**config.mk**
```make
export PLATFORM = sky130hd
export DESIGN_NAME = instr_fetch
export DESIGN_NICKNAME = d
export VERILOG_FILES = /design/src/rtl/fetch_defs_pkg.sv /design/src/rtl/fetch_skid_buf.sv /design/src/rtl/instr_fetch.sv
export SDC_FILE = /design/constraint.sdc
export NUM_CORES = 1
export LEC_CHECK = 0
export BUFFER_PORTS_ARGS = -buffer_cell sky130_fd_sc_hd__clkbuf_2
export CAP_MARGIN = 20
export CORE_UTILIZATION = 55
export CTS_CLUSTER_DIAMETER = 200
export DETAILED_ROUTE_END_ITERATION = 7
export GPL_TIMING_DRIVEN = 0
export PLACE_DENSITY = 0.91
export REMOVE_ABC_BUFFERS = 1
export SLEW_MARGIN = 10
export SYNTH_ARGS = -nofsm -noshare
export SYNTH_HDL_FRONTEND = slang
export SYNTH_SLANG_ARGS = --single-unit
```
**constraint.sdc**
```tcl
create_clock -name clk -period 3.15 [get_ports clk]
set_input_delay 0.4725 -clock clk [delete_from_list [all_inputs] [get_ports clk]]
set_output_delay 0.4725 -clock clk [all_outputs]
set_load 0.02 [all_outputs]
```
**src/rtl/fetch_defs_pkg.sv**
```systemverilog
// Shared definitions for the instruction fetch unit: state encodings,
// default geometry and instruction width.
package fetch_defs;

    localparam int INSTR_W       = 32;
    localparam int DEF_ADDR_W    = 32;
    localparam int DEF_RESET_PC  = 0;
    localparam int DEF_MEM_DEPTH = 256;

    typedef enum logic [1:0] {
        S_BOOT  = 2'd0,
        S_RUN   = 2'd1,
        S_FAULT = 2'd2
    } fetch_state_e;

endpackage

```
**src/rtl/fetch_skid_buf.sv**
```systemverilog
// Two-entry {instr, pc} FIFO between the memory response and decode.
// The head entry drives the outputs directly; flush empties it in one cycle.
module fetch_skid_buf
    import fetch_defs::*;
#(
    parameter int ADDR_W = DEF_ADDR_W
) (
    input  logic               clk,
    input  logic               rst_n,
    input  logic               push_i,
    input  logic [INSTR_W-1:0] push_instr_i,
    input  logic [ADDR_W-1:0]  push_pc_i,
    input  logic               pop_i,
    input  logic               flush_i,
    output logic [1:0]         occ_o,
    output logic               head_valid_o,
    output logic [INSTR_W-1:0] head_instr_o,
    output logic [ADDR_W-1:0]  head_pc_o
);

    logic [INSTR_W-1:0] instr_q [2];
    logic [ADDR_W-1:0]  pc_q    [2];
    logic               wr_ptr_q;
    logic               rd_ptr_q;
    logic [1:0]         occ_q;

    always_ff @(posedge clk or negedge rst_n) begin
        if (!rst_n) begin
            for (int i = 0; i < 2; i++) begin
                instr_q[i] <= '0;
                pc_q[i]    <= '0;
            end
            wr_ptr_q <= 1'b0;
            rd_ptr_q <= 1'b0;
            occ_q    <= 2'd0;
        end else if (flush_i) begin
            wr_ptr_q <= 1'b0;
            rd_ptr_q <= 1'b0;
            occ_q    <= 2'd0;
        end else begin
            if (push_i) begin
                instr_q[wr_ptr_q] <= push_instr_i;
                pc_q[wr_ptr_q]    <= push_pc_i;
                wr_ptr_q          <= ~wr_ptr_q;
            end
            if (pop_i) begin
                rd_ptr_q <= ~rd_ptr_q;
            end
            occ_q <= occ_q + 2'(push_i) - 2'(pop_i);
        end
    end

    assign occ_o        = occ_q;
    assign head_valid_o = (occ_q != 2'd0);
    assign head_instr_o = instr_q[rd_ptr_q];
    assign head_pc_o    = pc_q[rd_ptr_q];

    // The issue rule upstream guarantees neither can happen.
    a_no_overflow : assert property (@(posedge clk) disable iff (!rst_n)
        !(push_i && !pop_i && !flush_i && occ_q == 2'd2));
    a_no_underflow : assert property (@(posedge clk) disable iff (!rst_n)
        !(pop_i && !flush_i && occ_q == 2'd0));

endmodule

```
**src/rtl/instr_fetch.sv**
```systemverilog
// Instruction fetch: owns the word PC, issues reads to a 1-cycle synchronous
// memory, buffers responses and hands {instr, pc} to decode over valid/ready.
// Optional INSTR_FETCH_PERF_EN adds saturating pop/stall counters.
//
//   state   | meaning
//   S_BOOT  | one idle cycle after reset
//   S_RUN   | issuing requests while PC is in range and buffer has room
//   S_FAULT | PC left memory; no requests, buffer drains, fetch_fault=1
module instr_fetch
    import fetch_defs::*;
#(
    parameter int                ADDR_W    = DEF_ADDR_W,
    parameter logic [ADDR_W-1:0] RESET_PC  = ADDR_W'(DEF_RESET_PC),
    parameter int                MEM_DEPTH = DEF_MEM_DEPTH
) (
    input  logic               clk,
    input  logic               rst_n,
    output logic               mem_e,
    output logic [ADDR_W-1:0]  mem_addr,
    input  logic [INSTR_W-1:0] mem_data,
    input  logic               redirect_valid,
    input  logic [ADDR_W-1:0]  redirect_pc,
    output logic               instr_valid,
    input  logic               instr_ready,
    output logic [INSTR_W-1:0] instr_out,
    output logic [ADDR_W-1:0]  instr_pc,
    output logic               fetch_fault
`ifdef INSTR_FETCH_PERF_EN
    ,
    output logic [31:0]        perf_fetched,
    output logic [31:0]        perf_stall
`endif
);

    localparam logic [ADDR_W:0] DEPTH_X = (ADDR_W+1)'(MEM_DEPTH);

    fetch_state_e      state_q, state_d;
    logic [ADDR_W-1:0] pc_q, pc_d;
    logic [ADDR_W-1:0] req_pc_q, req_pc_d;
    logic              pend_q, pend_d;
    logic [1:0]        occ;
    logic              hs;
    logic              pop;
    logic              push;
    logic              in_range;
    logic              room;

    assign hs       = instr_valid && instr_ready;
    assign pop      = hs && !redirect_valid;
    assign push     = pend_q && !redirect_valid;
    assign in_range = ({1'b0, pc_q} < DEPTH_X);
    // Compare as occ+pend < 2+hs to avoid an unsigned underflow.
    assign room     = ({1'b0, occ} + {2'b00, pend_q}) < (3'd2 + {2'b00, hs});

    always_comb begin
        state_d  = state_q;
        pc_d     = pc_q;
        req_pc_d = req_pc_q;
        pend_d   = 1'b0;
        mem_e    = 1'b0;
        case (state_q)
            S_BOOT:  state_d = S_RUN;
            S_RUN: begin
                if (!redirect_valid) begin
                    if (!in_range) begin
                        state_d = S_FAULT;
                    end else if (room) begin
                        mem_e    = 1'b1;
                        pc_d     = pc_q + ADDR_W'(1);
                        pend_d   = 1'b1;
                        req_pc_d = pc_q;
                    end
                end
            end
            S_FAULT: state_d = S_FAULT;
            default: state_d = S_BOOT;
        endcase
        if (redirect_valid) begin
            state_d = S_RUN;
            pc_d    = redirect_pc;
            pend_d  = 1'b0;
        end
    end

    always_ff @(posedge clk or negedge rst_n) begin
        if (!rst_n) begin
            state_q  <= S_BOOT;
            pc_q     <= RESET_PC;
            req_pc_q <= '0;
            pend_q   <= 1'b0;
        end else begin
            state_q  <= state_d;
            pc_q     <= pc_d;
            req_pc_q <= req_pc_d;
            pend_q   <= pend_d;
        end
    end

    assign mem_addr    = pc_q;
    assign fetch_fault = (state_q == S_FAULT);

    fetch_skid_buf #(.ADDR_W(ADDR_W)) u_buf (
        .clk          (clk),
        .rst_n        (rst_n),
        .push_i       (push),
        .push_instr_i (mem_data),
        .push_pc_i    (req_pc_q),
        .pop_i        (pop),
        .flush_i      (redirect_valid),
        .occ_o        (occ),
        .head_valid_o (instr_valid),
        .head_instr_o (instr_out),
        .head_pc_o    (instr_pc)
    );

`ifdef INSTR_FETCH_PERF_EN
    always_ff @(posedge clk or negedge rst_n) begin
        if (!rst_n) begin
            perf_fetched <= '0;
            perf_stall   <= '0;
        end else begin
            if (pop && perf_fetched != '1) perf_fetched <= perf_fetched + 32'd1;
            if (instr_valid && !instr_ready && perf_stall != '1) perf_stall <= perf_stall + 32'd1;
        end
    end
`endif

endmodule

```
==> results of run 1 <==
critical path: cells and delay by family, from the launching register on:
family / cells / cell delay [ns]
adders and majority gates: 1 / 0.14
buffers and inverters: 2 / 0.32
and+or+nand+nor: 3 / 1.12
DFF: 1 / 0.41
sequential cells by signal, summed over array words and instances, names as in the netlist:
name,flops
u_buf.pc_q,64
mem_addr,32
req_pc_q,32
u_buf.instr_q,64
u_buf.rd_ptr_q,1
u_buf.wr_ptr_q,1
u_buf.occ_o,2
state_q,2
pend_q,1
through the flow:
| stage | TNS, ns | setup slack, ns | instances | utilization [%] | power (mW) |
|---|---|---|---|---|---|
| floorplan | -60.14 | -0.9396 | 546 | - | 2.805 |
| global placement | -669.96 | -3.571 | 900 | 62.17 | 2.964 |
| detailed placement | -0.005774 | -0.003539 | 908 | 63.36 | 2.988 |
| CTS | 0 | 0.2481 | 939 | 67.09 | 5.070 |
| global route | 0 | 0.07670 | 939 | 67.09 | 5.203 |
| finish | 0 | 0.2573 | 939 | 67.09 | 5.020 |
cells in the mapped netlist (2+ instances only):
library cell	instances	area, um^2
mux2_2	218	2455
dfrtp_1	199	4980
nor2b_1	30	187.7
clkbuf_1	17	63.81
buf_2	15	75.07
nor2_1	10	37.54
ha_1	8	100.1
nand2_1	8	30.03
nand3_1	7	35.03
inv_1	5	18.77
mux2_1	5	56.30
a41oi_1	4	35.03
and3_1	4	25.02
and4_1	4	35.03
nor4_1	4	25.02
or2_2	4	25.02
a221o_1	3	30.03
o211ai_1	3	22.52
o41ai_1	3	26.28
or4_1	3	22.52
xnor2_1	3	26.28
a21oi_1	2	10.01
nand4_1	2	12.51
nor4_2	2	25.02
o21ai_0	2	10.01
o311ai_0	2	17.52
logic make-up (layout without fill, tap and decap cells):
logic type,Yosys count,count (layout),synth area share (%)
AO/OA/AOI/OAI,24,24,2.251
XOR/XNOR,4,4,0.4120
adder cells (fa/ha/maj),8,8,1.177
buffers and inverters,39,210,2.030
flip-flops,199,199,58.56
multiplexers,223,223,29.53
AND/OR/NAND/NOR,83,83,6.047
per-layer routing:
metal	GRT usage, %	wire length [um]
met5	0	0
met4	8.434	235
met3	5.778	947
met2	38.28	8451
met1	26.67	7085
layout make-up:
class	instances	area share, %
clock buffer	17	4.187
clock inverter	14	1.367
inverter	5	0.1847
multi-input combinational	342	33.14
sequential	199	49.05
tap	188	2.315
timing repair buffer	174	9.765
power groups by stage:
stage | combinational [mW] | clock (mW) | sequential, mW
after global routing | 0.316 | 2.23 | 2.65
after detailed placement | 0.290 | 0 | 2.70
after global placement | 0.271 | 0 | 2.69
final | 0.286 | 2.08 | 2.65
after CTS | 0.292 | 2.13 | 2.65
after floorplan | 0.0732 | 0 | 2.73
worst max path at each step:
stage	end	depth (start not counted)	slack [ns]	from
after floorplan	u_buf.instr_q[32]	3	-0.94	redirect_valid
after global placement	u_buf.instr_q[54]	4	-3.57	redirect_valid
after detailed placement	u_buf.pc_q[52]	5	-0.004	redirect_valid
after CTS	mem_e	6	0.25	state_q[1]
after global routing	mem_e	6	0.08	state_q[1]
final	mem_e	6	0.26	state_q[1]
layout by cell type, fill, tap and decap left out, types with 4 or more instances in the layout:
cell       netlist  final
a41oi_1          4      4
and3_1           4      4
and4_1           4      4
clkbuf_16        0     17
clkbuf_2         0    165
dfrtp_1        199    198
ha_1             8      8
inv_1            5      5
inv_6            0      8
mux2_1           5      5
mux2_2         218    218
nand2_1          8      7
nand3_1          7      7
nor2_1          10     10
nor2b_1         30     29
nor4_1           4      4
or2_2            4      4
==> flow_metrics.py, run 1 <==
metrics = {
    "outcome": {
        "outcome": "completed",
    },
    "synth": {
        "synthFlopType": "dfrtp_1",
        "synth.distinct_cells": 39,
        "synth_cells": 580,
        "postSynthAreaPerCell_um2": 14.66,
        "synth_seq_area_share_pct": 58.56,
        "yosysWarnings": 0,
        "ys_seq_elements": 199,
        "synth.cell_area_mm2": 0.008504,
        "synth-async-reset-ratio_pct": 100.0,
        "synth_edf_count": 0,
    },
    "drt": {
        "vias_per_cell": 5.586,
        "post_drt_wl_per_cell_um": 17.81,
        "drtIter0Drc": 225,
        "drtPass1Iterations": 4,
        "drtAntennaViolNets": 0,
        "routed_wl_mm": 16.72,
        "drc": 0,
        "num_vias": 5245,
    },
    "clocking": {
        "clkLatencyLatePin_ns": 0.44,
        "numCtsBuffers": 17,
        "cts_buffer_depth": 2,
        "cts_tree": "yes",
        "cts.sinks": 199,
        "root_buffer": "clkbuf_16",
        "htreeDepth": 4,
        "cts_setup_buffers": 0,
        "post_cts_resized": 0,
        "cts_hold_buf": 0,
        "path_clk_slew_ns": 0.07,
    },
    "worst_setup_path": {
        "rr_startpoint": "state_q[1]",
        "path_class": "flip-flop to output port",
        "crit_path_start_kind": "flip-flop",
        "slowest_delay_ns": 0.50,
        "crit_chain": "inv_1 -> ha_1 -> nor4b_2 -> nand4_1 -> nor4_1 -> clkbuf_2",
        "cp_slowest_cell": "nand4_1",
        "cp.required_ns": 2.68,
        "worstPathArrival_ns": 2.42,
        "path_max_fanout": 14,
        "worst_setup_path_end_kind": "output port",
        "r2r_slack_ns": 0.41,
        "rr_worst_depth": 8,
        "r2r-end": "req_pc_q[2]",
    },
    "sta": {
        "hold_viol": 0,
        "post-route-min-period_ns": 2.893,
        "relSlewSlack_pct": 26.79,
        "fmax_mhz": 345.7,
        "drv_slew": 0,
        "tightest_slew_ns": 1.098,
        "setup_violations": 0,
        "period_share_pct": 91.83,
        "rsz0062_at_grt": "no",
        "fin_skew_ns": 0.01510,
        "hold_ws_ns": 0.1410,
    },
    "grt": {
        "grt_pass1_vias": 5555,
        "grt_overflow": 0,
        "grt_use_total_pct": 22.15,
        "grt_pass1_wl_mm": 27.62,
        "grt_max_degree": 107,
        "antenna_found_initial": 0,
    },
    "power_and_ir_drop": {
        "seqPwrFrac_pct": 52.8,
        "intPower_mw": 3.818,
        "p_leak_nw": 5.357,
        "power.share.clock_pct": 41.5,
        "peakVddDrop_mv": 0.3948,
        "p_sw_mw": 1.202,
        "p_per_area_mw_per_mm2": 494.0,
        "combinationalPowerShare_pct": 5.7,
        "sw_frac_of_total_pct": 23.94,
    },
    "job": {
        "maxCapViolations": 0,
    },
    "cells_and_area": {
        "nFillCells": 1023,
        "syn_to_final_growth_pct": 19.48,
        "diodes": 0,
        "regArea_mm2": 0.004984,
        "final_nets": 815,
        "drive_gt1_share_pct": 57.79,
        "multi_input_area_mm2": 0.003367,
        "stdcell_area_mm2": 0.01016,
    },
    "placed_design": {
        "gp_congestion": 0.8300,
        "placed_area_mm2": 0.009597,
        "dp.final_hpwl_mm": 11.53,
        "port_buffers": 166,
    },
    "die": {
        "die_w_um": 126.4,
        "die_y_um": 126.4,
        "fp-row-count": 45,
        "coreArea_mm2": 0.01515,
        "dieArea_mm2": 0.01596,
        "start_util_pct": 56.15,
        "ios": 167,
    },
    "hold_path": {
        "hp-class": "input port to asynchronous set/reset pin",
    },
}
Power figures use the tool's default switching activity.
==> run 2: changes to the inputs <==
--- a/config.mk
+++ b/config.mk
@@ -5,7 +5,7 @@
 export SDC_FILE = /design/constraint.sdc
 export NUM_CORES = 1
 export LEC_CHECK = 0
-export BUFFER_PORTS_ARGS = -buffer_cell sky130_fd_sc_hd__clkbuf_2
+export BUFFER_PORTS_ARGS = -buffer_cell sky130_fd_sc_hd__buf_2
 export CAP_MARGIN = 20
 export CORE_UTILIZATION = 55
 export CTS_CLUSTER_DIAMETER = 200
==> run 2 against run 1 <==
Effect of this change: power grew 2.6%; sequential share of layout area shrank 0.33 points; clock-buffer cell count is the same; register-to-register slack gained 0.17 ns; fmax grew 1.6%; global-route usage shrank 0.28 points; design area grew 0.68%; non-clock buffer count grew 3; worst setup slack gained 0.044 ns; sequential power is essentially flat; highest routed layer unchanged.
==> flow_metrics.py, run 2 (synthesis gave the netlist of run 1 again) <==
metrics = {
    "placed_design": {
        "dp.final_hpwl_mm": 11.21,
        "pre_cts_ws_ns": 0.1542,
        "port_buffers": 166,
        "placed_area_mm2": 0.009590,
        "gp_congestion": 0.8275,
    },
    "die": {
        "ios": 167,
        "coreArea_mm2": 0.01515,
        "fp-row-count": 45,
        "die_y_um": 126.4,
        "die_w_um": 126.4,
        "start_util_pct": 56.15,
        "dieArea_mm2": 0.01596,
    },
    "cells_and_area": {
        "diodes": 0,
        "final_common_cell": "mux2_2",
        "syn_to_final_growth_pct": 20.29,
        "drive_gt1_share_pct": 58.01,
        "reg_top3": "u_buf.instr_q: 64 flops, u_buf.pc_q: 64 flops",
        "mostFrequentLayoutCells": "mux2_2 (218), dfrtp_1 (198), buf_2 (165)",
        "post-route-util_pct": 67.54,
        "stdcell_area_mm2": 0.01023,
        "final_nets": 818,
        "nFillCells": 1010,
    },
    "clocking": {
        "cts_hold_buf": 0,
        "path_clk_slew_ns": 0.07,
        "cts_tree": "yes",
        "clkLatencyLatePin_ns": 0.43,
        "root_buffer": "clkbuf_16",
        "cts_buffer_depth": 2,
        "htreeDepth": 4,
        "cts.sinks": 199,
        "numCtsBuffers": 17,
    },
    "grt": {
        "grt_pass1_vias": 5528,
        "grt_pass1_wl_mm": 27.34,
        "antenna_found_initial": 0,
        "grt_max_degree": 115,
        "grt_use_total_pct": 21.87,
        "grt_overflow": 0,
    },
    "power_and_ir_drop": {
        "peakVddDrop_mv": 0.3455,
        "p_leak_nw": 5.442,
        "p_per_area_mw_per_mm2": 503.7,
        "total_power_mw": 5.152,
    },
    "worst_setup_path": {
        "worstPathArrival_ns": 2.38,
        "cp.required_ns": 2.68,
        "r2r-end": "req_pc_q[6]",
        "path_class": "flip-flop to output port",
        "path_max_fanout": 14,
        "worst_setup_path_end_kind": "output port",
        "r2r_slack_ns": 0.58,
        "rr_worst_depth": 8,
        "rr_startpoint": "state_q[1]",
        "crit_path_start_kind": "flip-flop",
    },
    "drt": {
        "drc": 0,
        "post_drt_wl_per_cell_um": 17.62,
        "drtIter0Drc": 187,
        "routed_wl_mm": 16.62,
        "num_vias": 5258,
        "vias_per_cell": 5.576,
        "drtAntennaViolNets": 0,
        "drtPass1Iterations": 4,
    },
    "sta": {
        "tns_ns": 0,
        "rsz0062_at_grt": "no",
        "fin_skew_ns": 0.008364,
        "hold_viol": 0,
        "post-route-min-period_ns": 2.848,
        "drv_slew": 0,
        "period_share_pct": 90.43,
        "setup_ws_ns": 0.3016,
        "fmax_mhz": 351.1,
        "setup_violations": 0,
        "tightest_slew_ns": 0.9804,
        "relSlewSlack_pct": 34.64,
    },
    "outcome": {
        "outcome": "completed",
    },
    "hold_path": {
        "hp-class": "input port to asynchronous set/reset pin",
    },
    "job": {
        "maxCapViolations": 0,
    },
}
run 2: changes by cell type in the layout (fill, tap and decap cells not counted), moves of 4 or more:
cell / before / now
buf_2: 0 / 165
clkbuf_2: 165 / 0
inv_6: 8 / 2
inv_8: 0 / 6
buf_4: 0 / 4
run 2: worst max-delay path: stages, from the launching register on:
cell	delay (ns)
dfrtp_1	0.41
inv_1	0.09
ha_1	0.13
nor4b_2	0.21
nand4_1	0.49
nor4_1	0.40
buf_2	0.22
run 2: worst max-delay path by stage:
| stage | start | endpoint | slack, ns | depth (start not counted) |
|---|---|---|---|---|
| 2_1_floorplan | redirect_valid | u_buf.instr_q[32] | -0.94 | 3 |
| 3_3_place_gp | redirect_valid | u_buf.instr_q[55] | -3.34 | 4 |
| 3_5_place_dp | state_q[1] | req_pc_q[0] | 0.15 | 7 |
| 4_1_cts | state_q[1] | req_pc_q[6] | 0.11 | 7 |
| 5_1_grt | state_q[1] | mem_e | 0.05 | 6 |
| 6_report | state_q[1] | mem_e | 0.30 | 6 |
run 2: routing by layer:
| layer | track usage, % | vias up | part of all wire [%] |
|---|---|---|---|
| met3 | 5.609 | 26 | 5.7 |
| met1 | 26.60 | 2661 | 42 |
| li1 | - | 2397 | - |
| met4 | 7.938 | 0 | 1.6 |
| met2 | 37.73 | 174 | 51 |
| met5 | 0 | - | 0 |
run 2: metrics by stage:
step	cells	hold slack [ns]
floorplan	546	0.1769
CTS	939	0.04591
global placement	900	0.4811
finish	943	0.01733
detailed placement	907	0.4873
global route	943	0.07163
run 2: cell type report:
type	count	area [um^2]	area share, %
tap	188	235.2	2.299
clock inverter	15	183.9	1.798
clock buffer	17	425.4	4.159
inverter	5	18.77	0.1835
sequential	199	4984	48.72
timing repair buffer	177	1016	9.931
multi-input combinational	342	3367	32.91
run 2: timing repair:
action                                  4_1_cts  5_1_grt
resized for setup                             0        0
endpoints found under the hold margin         0        0
endpoints found under the setup margin        0        2
setup buffers                                 0        4
run 2: power by group:
group          internal [mW]  switching (mW)
registers               2.60          0.0502
clock network           1.21            1.01
logic                  0.113           0.172
total                   3.92            1.23
==> run 3: changes to the inputs <==
--- a/config.mk
+++ b/config.mk
@@ -10,10 +10,10 @@
 export CORE_UTILIZATION = 55
 export CTS_CLUSTER_DIAMETER = 200
 export DETAILED_ROUTE_END_ITERATION = 7
-export GPL_TIMING_DRIVEN = 0
-export PLACE_DENSITY = 0.91
+export PLACE_DENSITY = 0.9
 export REMOVE_ABC_BUFFERS = 1
 export SLEW_MARGIN = 10
 export SYNTH_ARGS = -nofsm -noshare
 export SYNTH_HDL_FRONTEND = slang
+export SYNTH_HIERARCHICAL = 1
 export SYNTH_SLANG_ARGS = --single-unit
==> run 3 against run 2 <==
Effect of this change: routed wire length grew 2.8%; largest power group unchanged; critical endpoint unchanged; power grew 3.0%; register-to-register slack gained 0.02 ns; hold slack gained 0.076 ns; worst setup slack gained 0.035 ns; combinational power grew 4%; fmax grew 1.2%; flip-flop and latch count is the same.
==> flow_metrics.py, run 3 <==
metrics = {
    "placed_design": {
        "gp_congestion": 0.8279,
        "placed_cells": 937,
        "port_buffers": 166,
        "placed_area_mm2": 0.009849,
        "dp.final_hpwl_mm": 11.24,
    },
    "grt": {
        "grt_pass1_vias": 5525,
        "antenna_found_initial": 0,
        "grt_pass1_wl_mm": 27.63,
        "grt_overflow": 0,
        "grt_use_total_pct": 21.38,
        "grt_max_degree": 81,
    },
    "synth": {
        "ys_seq_elements": 199,
        "yosysTopAreaCell": "dfrtp_1",
        "synth_edf_count": 0,
        "synthAdderAreaFrac_pct": 1.126,
        "synth.most_common_cell": "dfrtp_1",
        "synth.area.mux_share_pct": 30.79,
        "synth_top_family_by_area": "multiplexers",
        "yosys.area.top_type_share_pct": 56.03,
        "synthSimpleGateAreaFrac_pct": 5.434,
        "synth_commonest_cells": "dfrtp_1 (199), mux2_2 (153), mux2_4 (60)",
        "yosysWarnings": 6,
        "postSynthAreaPerCell_um2": 15.40,
        "synth_seq_area_share_pct": 56.03,
        "synth.cell_area_mm2": 0.008887,
        "synth_cells": 577,
        "synth-async-reset-ratio_pct": 100.0,
        "synth.distinct_cells": 47,
        "synth.area.top_cells": "dfrtp_1 (56%), mux2_2 (19%), mux2_4 (10%), nor2b_1 (1.8%), buf_12 (1.4%)",
        "synthFlopType": "dfrtp_1",
        "synth_xor_area_share_pct": 0.4505,
        "synth-compound-area-share_pct": 2.407,
    },
    "die": {
        "start_util_pct": 56.15,
        "fp-row-count": 46,
        "coreArea_mm2": 0.01583,
        "die_w_um": 129.1,
        "die_y_um": 129.1,
        "ios": 167,
        "dieArea_mm2": 0.01667,
    },
    "cells_and_area": {
        "diodes": 0,
        "final_common_cell": "dfrtp_1",
        "stdcell_area_mm2": 0.01049,
        "mostFrequentLayoutCells": "dfrtp_1 (198), buf_2 (165), mux2_2 (153)",
        "regArea_mm2": 0.004981,
        "reg_top3": "u_buf/instr_q: 64 flops, u_buf/pc_q: 64 flops",
        "multi_input_area_mm2": 0.003580,
        "syn_to_final_growth_pct": 18.08,
        "nFillCells": 1101,
        "finalNonFillerCells": 969,
        "drive_gt1_share_pct": 57.10,
        "final_nets": 816,
        "post-route-util_pct": 66.30,
    },
    "clocking": {
        "clkLatencyLatePin_ns": 0.43,
        "numCtsBuffers": 17,
        "post_cts_resized": 0,
        "path_clk_slew_ns": 0.07,
        "htreeDepth": 4,
        "cts_setup_buffers": 0,
        "cts_buffer_depth": 2,
        "cts_hold_buf": 0,
        "root_buffer": "clkbuf_16",
        "cts_tree": "yes",
        "cts.sinks": 199,
    },
    "hold_path": {
        "hp-class": "input port to asynchronous set/reset pin",
    },
    "sta": {
        "fin_skew_ns": 0.009963,
        "setup_violations": 0,
        "tightest_slew_ns": 0.9454,
        "hold_viol": 0,
        "relSlewSlack_pct": 35.35,
        "rsz0062_at_grt": "no",
        "period_share_pct": 89.33,
        "drv_slew": 0,
        "post-route-min-period_ns": 2.814,
        "fmax_mhz": 355.4,
    },
    "power_and_ir_drop": {
        "peakVddDrop_mv": 0.4009,
        "intPower_mw": 4.147,
        "p_sw_mw": 1.158,
        "p_leak_nw": 5.639,
        "seqPwrFrac_pct": 49.8,
        "sw_frac_of_total_pct": 21.83,
        "combinationalPowerShare_pct": 5.6,
        "power.share.clock_pct": 44.6,
        "total_power_mw": 5.305,
        "p_per_area_mw_per_mm2": 505.5,
    },
    "worst_setup_path": {
        "path_max_fanout": 5,
        "crit_buf_inv": 2,
        "slowest_delay_ns": 0.59,
        "worst_setup_path_end_kind": "output port",
        "crit_top_cell": "ha_1",
        "cp_top_family": "compound AO/OA/AOI/OAI gates",
        "crit_path_start_kind": "flip-flop",
        "cp_slowest_cell": "o21ai_0",
        "cp.required_ns": 2.68,
        "worstPathArrival_ns": 2.34,
        "crit_chain": "ha_1 -> ha_1 -> inv_1 -> o21ai_0 -> nor4_1 -> buf_2",
        "path_class": "flip-flop to output port",
    },
    "drt": {
        "drtAntennaViolNets": 0,
        "num_vias": 5282,
        "drtPass1Iterations": 5,
        "vias_per_cell": 5.451,
        "post_drt_wl_per_cell_um": 17.63,
        "drc": 0,
        "routed_wl_mm": 17.08,
        "drtIter0Drc": 252,
    },
    "outcome": {
        "outcome": "completed",
    },
    "job": {
        "maxCapViolations": 0,
    },
}
==> run 3: cell count changes in the layout (fill, tap and decap cells not counted), sizes merged, moves of 3 or more <==
| cell | delta |
|---|---|
| a221o | -3 |
| a31oi | +5 |
| a41oi | -3 |
| bufinv | +3 |
| clkbuf | +4 |
| nand2 | -6 |
| nor2b | -5 |
| o31ai | +4 |
| o41ai | -3 |
| or2 | -3 |
==> run 3: stage by stage <==
stage | worst slack, ns | TNS, ns | hold slack (ns)
global placement | 0.6834 | 0 | 0.4657
CTS | 0.3279 | 0 | 0.1000
global route | 0.1690 | 0 | 0.1211
detailed placement | 0.6416 | 0 | 0.4782
finish | 0.3362 | 0 | 0.09336
floorplan | -0.9584 | -102.36 | 0.1769
==> run 3: worst register-to-register path, delay by kind of cell, from the launching register on <==
family        cells  cell delay [ns]
flops             1             0.39
buf+inv           1             0.32
simple gates      4             1.72
==> run 3: power groups by stage <==
stage	logic, mW	clock network (mW)	registers [mW]
2_1_floorplan	0.0754	0	2.73
3_3_place_gp	0.297	0	2.69
3_5_place_dp	0.301	0	2.69
4_1_cts	0.302	2.41	2.64
5_1_grt	0.328	2.51	2.65
6_report	0.297	2.37	2.64
==> run 3: final timing paths <==
path,start,endpoint,slack [ns],cells after the start
max in group asynchronous,rst_n,state_q[0],2.30,2
min in group clk,redirect_pc[6],mem_addr[6],0.26,2
worst max-delay path,u_buf/occ_o[0],mem_e,0.34,6
worst max register to register,mem_addr[11],req_pc_q[14],0.60,5
worst min register to register,u_buf/instr_q[51],u_buf/instr_q[51],0.49,1
worst min-delay path,rst_n,u_buf/instr_q[7],0.09,1
==> run 3: cell type report <==
type                       count  share of cell area [%]
clock buffer                  20                   4.257
clock inverter                12                   1.884
sequential                   199                   47.47
tap                          216                   2.575
inverter                       9                  0.3219
multi-input combinational    336                   34.11
timing repair buffer         177                   9.384
==> run 3: per-layer routing <==
metal	part of all wire [%]	global-route usage, %	routed length [um]
met1	45	27.19	7628
met2	47	34.98	7984
met3	7.6	7.680	1292
met4	1.0	5.121	176
met5	0	0	0
==> run 3: kinds of logic (layout without fill, tap and decap cells) <==
| logic type | count (synthesis) | in the layout |
|---|---|---|
| mux | 223 | 223 |
| compound gates | 29 | 29 |
| flops | 199 | 199 |
| fa+ha+maj | 8 | 8 |
| xor+xnor | 3 | 3 |
| simple gates | 73 | 73 |
| buf+inv | 42 | 218 |
